[src/rtl/draw_rect_multi.sv]
// Overlays up to N_RECT image rectangles from a shared registered ROM onto the VGA stream.
// Positions/enables are shadowed on the vblank rising edge; pipeline is hit-detect, ROM read, composite.
module draw_rect_multi #(
  parameter int          N_RECT = 2,
  parameter int          RECT_W = 48,
  parameter int          RECT_H = 64,
  parameter int          ADDR_W = 12,
  parameter logic [11:0] TRANSP = 12'hF0F,
  parameter int          SEL_W  = 3
) (
  input  logic                 clk,
  input  logic                 rst,
  input  logic [10:0]          hcount_in,
  input  logic                 hsync_in,
  input  logic                 hblnk_in,
  input  logic [10:0]          vcount_in,
  input  logic                 vsync_in,
  input  logic                 vblnk_in,
  input  logic [11:0]          rgb_in,
  input  logic [12*N_RECT-1:0] xpos,
  input  logic [12*N_RECT-1:0] ypos,
  input  logic [N_RECT-1:0]    rect_en,
  input  logic [11:0]          rgb_pixel,
  output logic [ADDR_W-1:0]    pixel_addr,
  output logic [SEL_W-1:0]     rect_sel,
  output logic [10:0]          hcount_out,
  output logic                 hsync_out,
  output logic                 hblnk_out,
  output logic [10:0]          vcount_out,
  output logic                 vsync_out,
  output logic                 vblnk_out,
  output logic [11:0]          rgb_out,
  output logic                 frame_tick
);

  logic [11:0]       shadow_x [N_RECT];
  logic [11:0]       shadow_y [N_RECT];
  logic [N_RECT-1:0] shadow_en;
  logic              vblnk_prev;
  logic              update;

  assign update = vblnk_in && !vblnk_prev;

  always_ff @(posedge clk or posedge rst) begin
    if (rst) begin
      vblnk_prev <= 1'b0;
      frame_tick <= 1'b0;
      shadow_en  <= '0;
      for (int i = 0; i < N_RECT; i++) begin
        shadow_x[i] <= '0;
        shadow_y[i] <= '0;
      end
    end else begin
      vblnk_prev <= vblnk_in;
      frame_tick <= update;
      if (update) begin
        shadow_en <= rect_en;
        for (int i = 0; i < N_RECT; i++) begin
          shadow_x[i] <= xpos[12*i +: 12];
          shadow_y[i] <= ypos[12*i +: 12];
        end
      end
    end
  end

  // 13-bit compares keep x+RECT_W from wrapping for positions near 4095.
  logic [12:0]       h13;
  logic [12:0]       v13;
  logic [12:0]       dx [N_RECT];
  logic [12:0]       dy [N_RECT];
  logic [N_RECT-1:0] hit_vec;

  assign h13 = {2'b00, hcount_in};
  assign v13 = {2'b00, vcount_in};

  always_comb begin
    for (int i = 0; i < N_RECT; i++) begin
      dx[i] = h13 - {1'b0, shadow_x[i]};
      dy[i] = v13 - {1'b0, shadow_y[i]};
      hit_vec[i] = shadow_en[i]
                   && (h13 >= {1'b0, shadow_x[i]})
                   && (h13 <= {1'b0, shadow_x[i]} + 13'(RECT_W - 1))
                   && (v13 >= {1'b0, shadow_y[i]})
                   && (v13 <= {1'b0, shadow_y[i]} + 13'(RECT_H - 1));
    end
  end

  logic              any_hit;
  logic [SEL_W-1:0]  win_sel;
  logic [12:0]       win_dx;
  logic [12:0]       win_dy;
  logic [ADDR_W-1:0] win_addr;

  // Scanning from the highest index down lets the lowest hitting index win.
  always_comb begin
    any_hit = 1'b0;
    win_sel = '0;
    win_dx  = '0;
    win_dy  = '0;
    for (int i = N_RECT - 1; i >= 0; i--) begin
      if (hit_vec[i]) begin
        any_hit = 1'b1;
        win_sel = SEL_W'(i);
        win_dx  = dx[i];
        win_dy  = dy[i];
      end
    end
  end

  assign win_addr = ADDR_W'(32'(win_dy) * 32'(RECT_W) + 32'(win_dx));

  logic [10:0] hcount_1, vcount_1, hcount_2, vcount_2;
  logic        hsync_1, hblnk_1, vsync_1, vblnk_1, hit_1;
  logic        hsync_2, hblnk_2, vsync_2, vblnk_2, hit_2;
  logic [11:0] rgb_1, rgb_2;

  always_ff @(posedge clk or posedge rst) begin
    if (rst) begin
      hcount_1   <= '0;
      hsync_1    <= 1'b0;
      hblnk_1    <= 1'b0;
      vcount_1   <= '0;
      vsync_1    <= 1'b0;
      vblnk_1    <= 1'b0;
      rgb_1      <= '0;
      hit_1      <= 1'b0;
      pixel_addr <= '0;
      rect_sel   <= '0;
    end else begin
      hcount_1 <= hcount_in;
      hsync_1  <= hsync_in;
      hblnk_1  <= hblnk_in;
      vcount_1 <= vcount_in;
      vsync_1  <= vsync_in;
      vblnk_1  <= vblnk_in;
      rgb_1    <= rgb_in;
      hit_1    <= any_hit;
      if (any_hit) begin
        pixel_addr <= win_addr;
        rect_sel   <= win_sel;
      end
    end
  end

  // Delay stage running alongside the external ROM's own address register.
  always_ff @(posedge clk or posedge rst) begin
    if (rst) begin
      hcount_2 <= '0;
      hsync_2  <= 1'b0;
      hblnk_2  <= 1'b0;
      vcount_2 <= '0;
      vsync_2  <= 1'b0;
      vblnk_2  <= 1'b0;
      rgb_2    <= '0;
      hit_2    <= 1'b0;
    end else begin
      hcount_2 <= hcount_1;
      hsync_2  <= hsync_1;
      hblnk_2  <= hblnk_1;
      vcount_2 <= vcount_1;
      vsync_2  <= vsync_1;
      vblnk_2  <= vblnk_1;
      rgb_2    <= rgb_1;
      hit_2    <= hit_1;
    end
  end

  always_ff @(posedge clk or posedge rst) begin
    if (rst) begin
      hcount_out <= '0;
      hsync_out  <= 1'b0;
      hblnk_out  <= 1'b0;
      vcount_out <= '0;
      vsync_out  <= 1'b0;
      vblnk_out  <= 1'b0;
      rgb_out    <= '0;
    end else begin
      hcount_out <= hcount_2;
      hsync_out  <= hsync_2;
      hblnk_out  <= hblnk_2;
      vcount_out <= vcount_2;
      vsync_out  <= vsync_2;
      vblnk_out  <= vblnk_2;
      if (hblnk_2 || vblnk_2)
        rgb_out <= 12'h000;
      else if (hit_2 && rgb_pixel != TRANSP)
        rgb_out <= rgb_pixel;
      else
        rgb_out <= rgb_2;
    end
  end

endmodule
[config.mk]
export PLATFORM = sky130hd
export DESIGN_NAME = draw_rect_multi
export DESIGN_NICKNAME = d
export VERILOG_FILES = /design/src/rtl/draw_rect_multi.sv
export SDC_FILE = /design/constraint.sdc
export NUM_CORES = 1
export LEC_CHECK = 0
export CAP_MARGIN = 20
export CELL_PAD_IN_SITES_DETAIL_PLACEMENT = 1
export CELL_PAD_IN_SITES_GLOBAL_PLACEMENT = 1
export CORE_MARGIN = 5
export CORE_UTILIZATION = 30
export DETAILED_ROUTE_END_ITERATION = 8
export GPL_TIMING_DRIVEN = 0
export PLACE_DENSITY = 0.61
export SETUP_SLACK_MARGIN = 0.1
export SYNTH_ARGS = -nofsm -noshare
export SYNTH_HDL_FRONTEND = slang
export SYNTH_SLANG_ARGS = --single-unit
[constraint.sdc]
create_clock -name clk -period 12.4 [get_ports clk]
set_input_delay 3.1 -clock clk [delete_from_list [all_inputs] [get_ports clk]]
set_output_delay 3.1 -clock clk [all_outputs]
set_load 0.01 [all_outputs]
Yosys cells after proc, flatten, opt, wreduce, memory -nomap -nowiden
Index checks and enable logic that the tools add are counted.
{"block": "classes", "addsub": 9, "n_mul": 1, "n_lt_le_gt_ge": 8, "n_eq_ne": 1, "n_mux": 10, "reduce_logical": 12}
{"cell": "adder 12 x 6 -> 13 bit (second input constant)", "n": 4}
{"cell": "<= comparator 11 x 13 -> 1 bit", "n": 4}
{"cell": "greater-or-equal comparator 11 x 12 -> 1 bit", "n": 4}
{"cell": "2-to-1 mux 12 bit", "n": 4}
{"cell": "2-to-1 mux 13 bit", "n": 2}
{"cell": "subtractor 11 x 12 -> 13 bit", "n": 2}
{"cell": "subtractor 11 x 12 -> 12 bit", "n": 2}
{"cell": "multiplier 13 x 2 -> 8 bit (second input constant)", "n": 1}
{"cell": "adder 12 bit", "n": 1}
{"cell": "!= test 12 bit (second input constant)", "n": 1}
{"cell": "logical AND 1 bit", "n": 10}
{"cell": "2-to-1 mux 1 bit", "n": 3}
{"cell": "2-to-1 mux 3 bit", "n": 1}
{"cell": "logical NOT 1 bit", "n": 1}
{"cell": "logical OR 1 bit", "n": 1}
{"block": "word_totals", "ff_bits": 182, "inputBits": 102, "output_inout_bits": 54, "word_cells": 72}

Longest topological paths before layout
Gate-level depths: netlist of run 1.
{"block": "logic_depth", "ltp_word": 9, "mapped_depth": 31, "mapped_depth_nobuf": 30}

Worst setup path before layout of run 1
Ideal clock, no wire load.
{"block": "synth_path", "path_kind": "input -> register", "from": "input port hcount_in[0]", "to": "register pixel_addr[11]", "setup_ps": 128, "t_arrival_ps": 7842, "required_time_ps": 12272, "slack_ps": 4430, "path_stages": 23, "n_path_buf": 2, "cell_sequence": "inv_1 ha_1 fa_1 nor2b_1 o21ai_1 a21oi_1 nor3_2 o21ai_0 o311a_2 and2_1 buf_4 buf_4 o21ai_0 ha_1 fa_1 ha_1 a211oi_1 nor2_1 o41ai_1 xnor3_1 xnor2_1 mux2i_1 mux2i_1"}
{"block": "synth_via", "elab_chain_cells": 9, "word_cells_on_any_way": 22, "classes_between": "add/sub (3); mul (1); order compare (4); mux (6); reduce/logical (8)"}
{"item": "start: declaration", "line": "13", "source": "input logic [10:0] hcount_in,"}
{"item": "greater-or-equal comparator 11 x 12 -> 1 bit", "line": "81", "source": "&& (h13 >= {1'b0, shadow_x[i]})"}
{"item": "logical AND 1 bit", "line": "81"}
{"item": "logical AND 1 bit", "line": "82", "source": "&& (h13 <= {1'b0, shadow_x[i]} + 13'(RECT_W - 1))"}
{"item": "logical AND 1 bit", "line": "83", "source": "&& (v13 >= {1'b0, shadow_y[i]})"}
{"item": "logical AND 1 bit", "line": "84", "source": "&& (v13 <= {1'b0, shadow_y[i]} + 13'(RECT_H - 1));"}
{"item": "2-to-1 mux 13 bit (2 in series)", "line": "101", "source": "if (hit_vec[i]) begin"}
{"item": "multiplier 13 x 2 -> 8 bit", "line": "110", "source": "assign win_addr = ADDR_W'(32'(win_dy) * 32'(RECT_W) + 32'(win_dx));"}
{"item": "adder 12 bit", "line": "110"}
{"item": "end signal: assignment", "line": "139", "source": "pixel_addr <= win_addr;"}
{"item": "end: declaration", "line": "24", "source": "output logic [ADDR_W-1:0] pixel_addr,"}
Parallel ways exist; a longest one is shown, timed or not.
A chain may end at the register's enable or synchronous reset.

Worst setup path after layout of run 1
{"block": "layout_path", "from": "input port vcount_in[6]", "to": "register pixel_addr[11]"}
{"block": "layout_via", "elab_chain_cells": 7, "word_cells_on_any_way": 18, "classes_between": "add/sub (3); mul (1); order compare (4); mux (6); reduce/logical (4)"}
{"item": "start: declaration", "line": "16", "source": "input logic [10:0] vcount_in,"}
{"item": "greater-or-equal comparator 11 x 12 -> 1 bit", "line": "83"}
{"item": "logical AND 1 bit", "line": "83"}
{"item": "logical AND 1 bit", "line": "84"}
{"item": "2-to-1 mux 13 bit (2 in series)", "line": "101"}
{"item": "multiplier 13 x 2 -> 8 bit", "line": "110"}
{"item": "adder 12 bit", "line": "110"}
Parallel ways exist; a longest one is shown, timed or not.

==> flow_summary.json, run 1 <==
{
  "stdcell_area_mm2": 0.0125,
  "clk_latency_ns": 0.43,
  "cts_tree": "yes",
  "synth_edf_count": 0,
  "htree_levels": 4,
  "worstSetupPathType": "input pin to flop",
  "final_cells": 1564,
  "cts_buffers": 17,
  "synth.largest_area_cell": "dfrtp_1",
  "viasPerCell": 4.76,
  "yosys_warnings": 0,
  "portBuffers": 153,
  "synth.distinct_cells": 61,
  "fp.dieH_um": 191,
  "drtAntennaViolNets": 0,
  "cts_resized": 0,
  "rows": 66,
  "yosys.area.top_type_share": 0.461,
  "multi_input_area_mm2": 0.00493,
  "powerDensity_mw_per_mm2": 141,
  "synth_area_mm2": 0.00978,
  "num_vias": 7437,
  "rsz0062_at_grt": "false",
  "placed_area_mm2": 0.0119,
  "end_kind": "flop",
  "post_drt_wl_per_cell_um": 18.1,
  "maxCapViolations": 0,
  "design.core.area_mm2": 0.0324,
  "cts_setup_buffers": 0,
  "cp_top_family": "compound AO/OA/AOI/OAI gates",
  "reg2reg_depth": 25,
  "gp_congestion": 0.842,
  "final_util": 0.386,
  "die_x_um": 191,
  "gr-total-overflow": 0,
  "regArea_mm2": 0.00450,
  "finalSetupTns_ns": 0,
  "nNetsFinal": 1323,
  "syn_avg_cell_area_um2": 10.4,
  "drt_first_pass_iters": 4,
  "cts_buffer_depth": 2,
  "hold_depth": 0,
  "total_power_mw": 1.77,
  "dpl.hpwl_um": 22000,
  "setup_viol": 0,
  "yosys-top-cells-area": "dfrtp_1, ha_1, xnor2_1, o21ai_0, nand2_1",
  "first_global_vias": 7911,
  "wirelength_um": 28300,
  "drc": 0,
  "crit_required_ns": 12.75,
  "antenna_found_initial": 1,
  "io-pin-count": 156,
  "slew_viol_final": 0,
  "path_depth": 23,
  "hold_path.class": "flop to flop",
  "critPathMaxFanout": 10,
  "finClkSkew_ns": 0.0102,
  "slowest_stage": "o311ai_0",
  "hold_viol": 0,
  "synth_seq_area_share": 0.461,
  "drt-initial-drc-count": 347,
  "layout_worst_path_cycle_share": 0.750,
  "startpoint_type": "input pin",
  "dieArea_mm2": 0.0363,
  "ys_async_sr_fraction": 1.00,
  "grt.total_usage": 0.158,
  "cts.sinks": 180,
  "drive_gt1_frac": 0.0553,
  "antenna_cells": 0,
  "fillers": 3645,
  "status": "completed",
  "critical-path-max-stage-delay_ns": 0.78,
  "ys.flop_type": "dfrtp_1",
  "initial_utilization": 0.302,
  "tightest_slew_ns": 1.01,
  "cts-root-buf": "clkbuf_16",
  "crit_buf_inv": 3,
  "crit_chain": "clkdlybuf4s50_1 > ha_1 > a21oi_1 > nor2b_1 > o21ai_0 > a21oi_1 > o311ai_0 > o311a_2 > and2_1 > buf_4 > buf_4 > o21ai_0 > ha_1 > fa_1 > a21o_1 > a21oi_1 > xnor2_1 > ha_1 > o41ai_1 > xnor3_1 > xnor2_1 > mux2i_1 > mux2i_1",
  "max_slew_margin": 0.328,
  "postCtsHoldBufs": 0,
  "area_growth_pct": 27.8,
  "ys_seq_elements": 180,
  "fin_crit_ns": 9.31,
  "grt_pass1_wl_um": 44600,
  "p_leak_nw": 5.55,
  "clkSlewWorstSetupHoldPaths_ns": 0.07,
  "max-vdd-ir-drop_uv": 97.2,
  "max_freq_mhz": 107,
  "placed_cells": 1533,
  "syn_inst": 936,
  "grt_max_degree": 132,
  "arrival_ns": 9.66
}
[through the flow]
| step | worst slack, ns | hold slack [ns] |
|---|---|---|
| 2_1_floorplan | 4.41 | 0.331 |
| 3_3_place_gp | 1.85 | 0.331 |
| 3_5_place_dp | 2.53 | 0.336 |
| 4_1_cts | 3.00 | 0.344 |
| 5_1_grt | 2.54 | 0.346 |
| 6_report | 3.09 | 0.342 |
[per-layer routing]
layer | routed length (um) | GRT usage
met1 | 13800 | 0.223
met2 | 13300 | 0.259
met3 | 953 | 0.0247
met4 | 297 | 0.0359
met5 | 13 | 0
[sequential cells by signal, indices dropped and copies added, names as in the netlist, 2 cells and up]
| signal | cells |
|---|---|
| shadow_y | 24 |
| vcount_1 | 11 |
| rgb_1 | 12 |
| hcount_out | 11 |
| hcount_1 | 11 |
| shadow_en | 2 |
| vcount_2 | 11 |
| pixel_addr | 12 |
| rgb_out | 12 |
| hcount_2 | 11 |
| rgb_2 | 12 |
| vcount_out | 11 |
| shadow_x | 24 |
[worst reg2reg max path, cell delays in order (launching register included)]
cell      delay, ns
dfrtp_1        0.42
nor4_1         0.57
nand2_1        0.24
xnor2_1        0.18
ha_1           0.29
a21oi_1        0.15
nor2b_1        0.05
o21ai_0        0.14
a21oi_1        0.10
o311ai_0       0.78
o311a_2        0.43
and2_1         0.15
buf_4          0.16
buf_4          0.19
o21ai_0        0.24
ha_1           0.30
fa_1           0.41
a21o_1         0.20
a21oi_1        0.22
xnor2_1        0.10
ha_1           0.23
o41ai_1        0.70
xnor3_1        0.55
xnor2_1        0.16
mux2i_1        0.09
mux2i_1        0.16
[cells in the mapped netlist (all sizes together) (4+ instances only)]
| cell type | number |
|---|---|
| mux2i | 22 |
| dfrtp | 180 |
| nor2 | 58 |
| xnor2 | 60 |
| a21oi | 45 |
| nor2b | 14 |
| a21o | 13 |
| o21a | 10 |
| nand2 | 82 |
| o21bai | 4 |
| o31ai | 9 |
| ha | 105 |
| clkbuf | 14 |
| o21ai | 80 |
| nand4b | 4 |
| o41ai | 5 |
| nor3 | 19 |
| a211oi | 5 |
| a31oi | 4 |
| nand3 | 28 |
| xor2 | 6 |
| buf | 5 |
| and3 | 11 |
| nor3b | 6 |
| mux2 | 14 |
| fa | 6 |
| nand4 | 11 |
| o211ai | 5 |
| inv | 68 |
[path summary, 6_finish.rpt]
path / slack, ns / to / startpoint
setup reg to reg: 5.11 / pixel_addr[11] / shadow_y[14]
min in group asynchronous: 3.07 / vcount_out[0] / rst
max in group asynchronous: 8.36 / hcount_1[9] / rst
hold / removal: 0.34 / hcount_2[4] / hcount_1[4]
hold reg to reg: 0.34 / hcount_2[4] / hcount_1[4]
setup / recovery: 3.09 / pixel_addr[11] / vcount_in[6]
[cell type report]
type                    instances  share of cell area
clock inverters                12              0.0134
inverters                      69              0.0213
well taps                     442              0.0442
plain buffers                  19             0.00750
clock buffers                  19              0.0346
flip-flops and latches        180               0.360
repair buffers                154               0.125
multi-input cells             669               0.394
[cells in the final DEF (no fill, tap or decap), drive strengths merged, types with 4 or more instances in the layout]
| cell type | netlist | layout |
|---|---|---|
| mux2 | 14 | 14 |
| xor2 | 6 | 6 |
| ha | 105 | 105 |
| clkdlybuf4s50 | 0 | 153 |
| o21bai | 4 | 4 |
| nand4b | 4 | 4 |
| xnor2 | 60 | 60 |
| o41ai | 5 | 5 |
| clkbuf | 14 | 33 |
| a21oi | 45 | 45 |
| a211oi | 5 | 5 |
| o211ai | 5 | 5 |
| o21a | 10 | 10 |
| nand3 | 28 | 28 |
| nor2b | 14 | 14 |
| a21o | 13 | 13 |
| nor3 | 19 | 19 |
| dfrtp | 180 | 180 |
| nand4 | 11 | 11 |
| a31oi | 4 | 4 |
| mux2i | 22 | 22 |
| buf | 5 | 6 |
| nor3b | 6 | 6 |
| o21ai | 80 | 80 |
| nand2 | 82 | 82 |
| o31ai | 9 | 9 |
| nor2 | 58 | 58 |
| and3 | 11 | 11 |
| fa | 6 | 6 |
| inv | 68 | 74 |
[cells by family (layout without fill, tap and decap cells)]
logic type | after synthesis | count (layout) | share of synthesized area
simple gates | 251 | 251 | 0.125
compound gates | 200 | 200 | 0.127
flops | 180 | 180 | 0.461
fa+ha+maj | 111 | 111 | 0.147
buf+inv | 88 | 273 | 0.0361
xor+xnor | 69 | 69 | 0.0660
mux | 36 | 36 | 0.0386
other cells | 1 | 2 | 0.000383
[power by group]
group	internal, mW	leakage, nW	total, mW	switching (mW)
Combinational	0.242	3.09	0.516	0.274
Clock	0.322	0.289	0.569	0.248
Sequential	0.642	2.17	0.682	0.0403
Total	1.21	5.55	1.77	0.562
No activity file was read; power rests on OpenSTA's default activity.
==> inputs of run 2 (changes only) <==
==> constraint.sdc (replaced) <==
create_clock -name clk -period 8.7 [get_ports clk]
set_input_delay 2.175 -clock clk [delete_from_list [all_inputs] [get_ports clk]]
set_output_delay 2.175 -clock clk [all_outputs]
set_load 0.01 [all_outputs]
==> run 2 against run 1 <==
Effect of this change:
- core utilization rose by 0.093 points
- wire length barely moved
- total power rose by 43%
- setup slack got worse by 2.5 ns
- register-to-register slack got worse by 3.2 ns
- non-clock buffer count rose by 3
- global-route usage did not move
- first-iteration DRC count fell by 3.7%
- sequential cell count did not move
- worst hold slack improved by 0.0017 ns
- final cell count rose by 0.19%
- count of clock-buffer cells in the layout did not move
- critical path type unchanged
- highest routed layer unchanged
==> flow_summary.json, run 2 (synthesized netlist as in run 1, its figures left out) <==
{
  "slew_viol_final": 0,
  "clkSlewWorstSetupHoldPaths_ns": 0.08,
  "finClkSkew_ns": 0.0131,
  "grt.total_usage": 0.158,
  "internal-power_mw": 1.72,
  "gp_congestion": 0.842,
  "viasPerCell": 4.75,
  "grt_max_degree": 132,
  "drt-initial-drc-count": 334,
  "area_growth_pct": 28.2,
  "drtAntennaViolNets": 0,
  "gr-total-overflow": 0,
  "p_leak_nw": 5.58,
  "max_slew_margin": 0.318,
  "fp.dieH_um": 191,
  "layout_worst_path_cycle_share": 0.931,
  "portBuffers": 153,
  "final_cells": 1567,
  "htree_levels": 4,
  "max-vdd-ir-drop_uv": 139,
  "multi_input_area_mm2": 0.00493,
  "grt_use_met2": 0.259,
  "regArea_mm2": 0.00450,
  "tightest_slew_ns": 1.02,
  "arrival_ns": 8.41,
  "drive_gt1_frac": 0.0587,
  "design.core.area_mm2": 0.0324,
  "power_frac_clock": 0.323,
  "dpl.hpwl_um": 22000,
  "drc": 0,
  "worstSetupStartpoint": "vcount_in[6]",
  "drt_first_pass_iters": 4,
  "die_x_um": 191,
  "worstReg2RegEnd": "pixel_addr[11]",
  "fin_crit_ns": 8.10,
  "cts_tree": "yes",
  "rows": 66,
  "critPathMaxFanout": 10,
  "cts_buffer_depth": 2,
  "placed_cells": 1533,
  "initial_utilization": 0.302,
  "postCtsHoldBufs": 0,
  "setup_viol": 0,
  "final_cell_mix": "dfrtp_1, clkdlybuf4s50_1, ha_1",
  "status": "completed",
  "reg2reg_depth": 25,
  "powerDensity_mw_per_mm2": 201,
  "final_common_cell": "dfrtp_1",
  "fillers": 3643,
  "reg_top3": "shadow_x x24, shadow_y x24",
  "grt_util_met1": 0.223,
  "fin_ws_ns": 0.602,
  "cts.sinks": 180,
  "hold_path.class": "flop to flop",
  "switching_share": 0.319,
  "top_usage_layer": "met2",
  "rr_startpoint": "shadow_y[14]",
  "startpoint_type": "input pin",
  "cts_buffers": 17,
  "rsz0062_at_grt": "false",
  "crit_path_end": "pixel_addr[11]",
  "grt_pass1_wl_um": 44600,
  "post_drt_wl_per_cell_um": 18.1,
  "num_vias": 7447,
  "nNetsFinal": 1326,
  "combPwrFrac": 0.292,
  "dieArea_mm2": 0.0363,
  "maxCapViolations": 0,
  "seq_power_share": 0.385,
  "antenna_found_initial": 1,
  "first_global_vias": 7911,
  "max_freq_mhz": 123,
  "end_kind": "flop",
  "regToRegSetupSlack_ns": 1.89,
  "pre_cts_ws_ns": -0.244,
  "worstSetupPathType": "input pin to flop",
  "use_met3": 0.0247,
  "hold_viol": 0,
  "crit_required_ns": 9.01,
  "wirelength_um": 28300,
  "io-pin-count": 156,
  "power.switching_mw": 0.804,
  "cts-root-buf": "clkbuf_16",
  "antenna_cells": 0,
  "clk_latency_ns": 0.43
}
==> run 2: through the flow <==
stage | area, um^2 | utilization | power [mW] | setup TNS, ns | hold WS (ns)
final | 12500 | 0.387 | 2.52 | 0 | 0.344
after global routing | 12500 | 0.387 | 2.68 | 0 | 0.346
after CTS | 12500 | 0.386 | 2.56 | 0 | 0.344
after detailed placement | 11900 | 0.368 | 1.73 | -0.244 | 0.336
after global placement | 11900 | 0.367 | 1.71 | -160.61 | 0.331
after floorplan | 9780 | - | 1.44 | 0 | 0.331
==> run 2: what timing repair did <==
| item | 4_1_cts | 5_1_grt |
|---|---|---|
| gates resized for setup | 0 | 2 |
| setup endpoints to repair | 0 | 1 |
| buffers inserted | 0 | 3 |
==> run 2: power groups by stage <==
stage               Sequential [mW]  Combinational [mW]  Clock [mW]
floorplan                     0.982               0.460           0
global placement              0.989               0.724           0
detailed placement            0.989               0.738           0
CTS                           0.974               0.745       0.843
global route                  0.982               0.826       0.876
finish                        0.973               0.736       0.815
==> run 2: cell type report <==
cell class | instances | area share
Multi-Input combinational cell | 669 | 0.394
Buffer | 19 | 0.00749
Clock buffer | 19 | 0.0345
Inverter | 69 | 0.0213
Timing Repair Buffer | 157 | 0.126
Tap cell | 442 | 0.0441
Clock inverter | 12 | 0.0134
Sequential cell | 180 | 0.359
==> run 2: worst min-delay path by stage <==
stage	startpoint	endpoint	slack (ns)	cells past startpoint
finish	hcount_1[4]	hcount_2[4]	0.34	0
floorplan	hblnk_1	hblnk_2	0.33	0
CTS	hcount_1[4]	hcount_2[4]	0.34	0
detailed placement	hcount_1[4]	hcount_2[4]	0.34	0
global placement	rgb_1[0]	rgb_2[0]	0.33	0
global route	hcount_1[4]	hcount_2[4]	0.35	0
==> run 2: worst max-delay path, cell delays in order <==
cell	delay, ns
clkdlybuf4s50_1	0.62
ha_1	0.52
nand2_1	0.11
o41ai_1	0.53
a2111oi_0	0.20
nor2_1	0.15
o211ai_1	0.19
or4_4	0.47
buf_6	0.17
o31ai_1	0.56
ha_1	0.34
a21o_1	0.15
a21oi_1	0.22
o21bai_1	0.10
a21oi_1	0.18
xnor2_1	0.09
ha_1	0.23
o41ai_2	0.51
xnor3_1	0.51
xnor2_1	0.14
mux2i_1	0.14
mux2i_1	0.09
==> run 2: per-layer routing <==
layer | wire [um] | up-vias | part of all wire
met4 | 297 | 2 | 0.010
met1 | 13800 | 3683 | 0.49
met3 | 998 | 18 | 0.035
met2 | 13300 | 121 | 0.47
met5 | 13 | - | 0.00046
li1 | - | 3623 | -
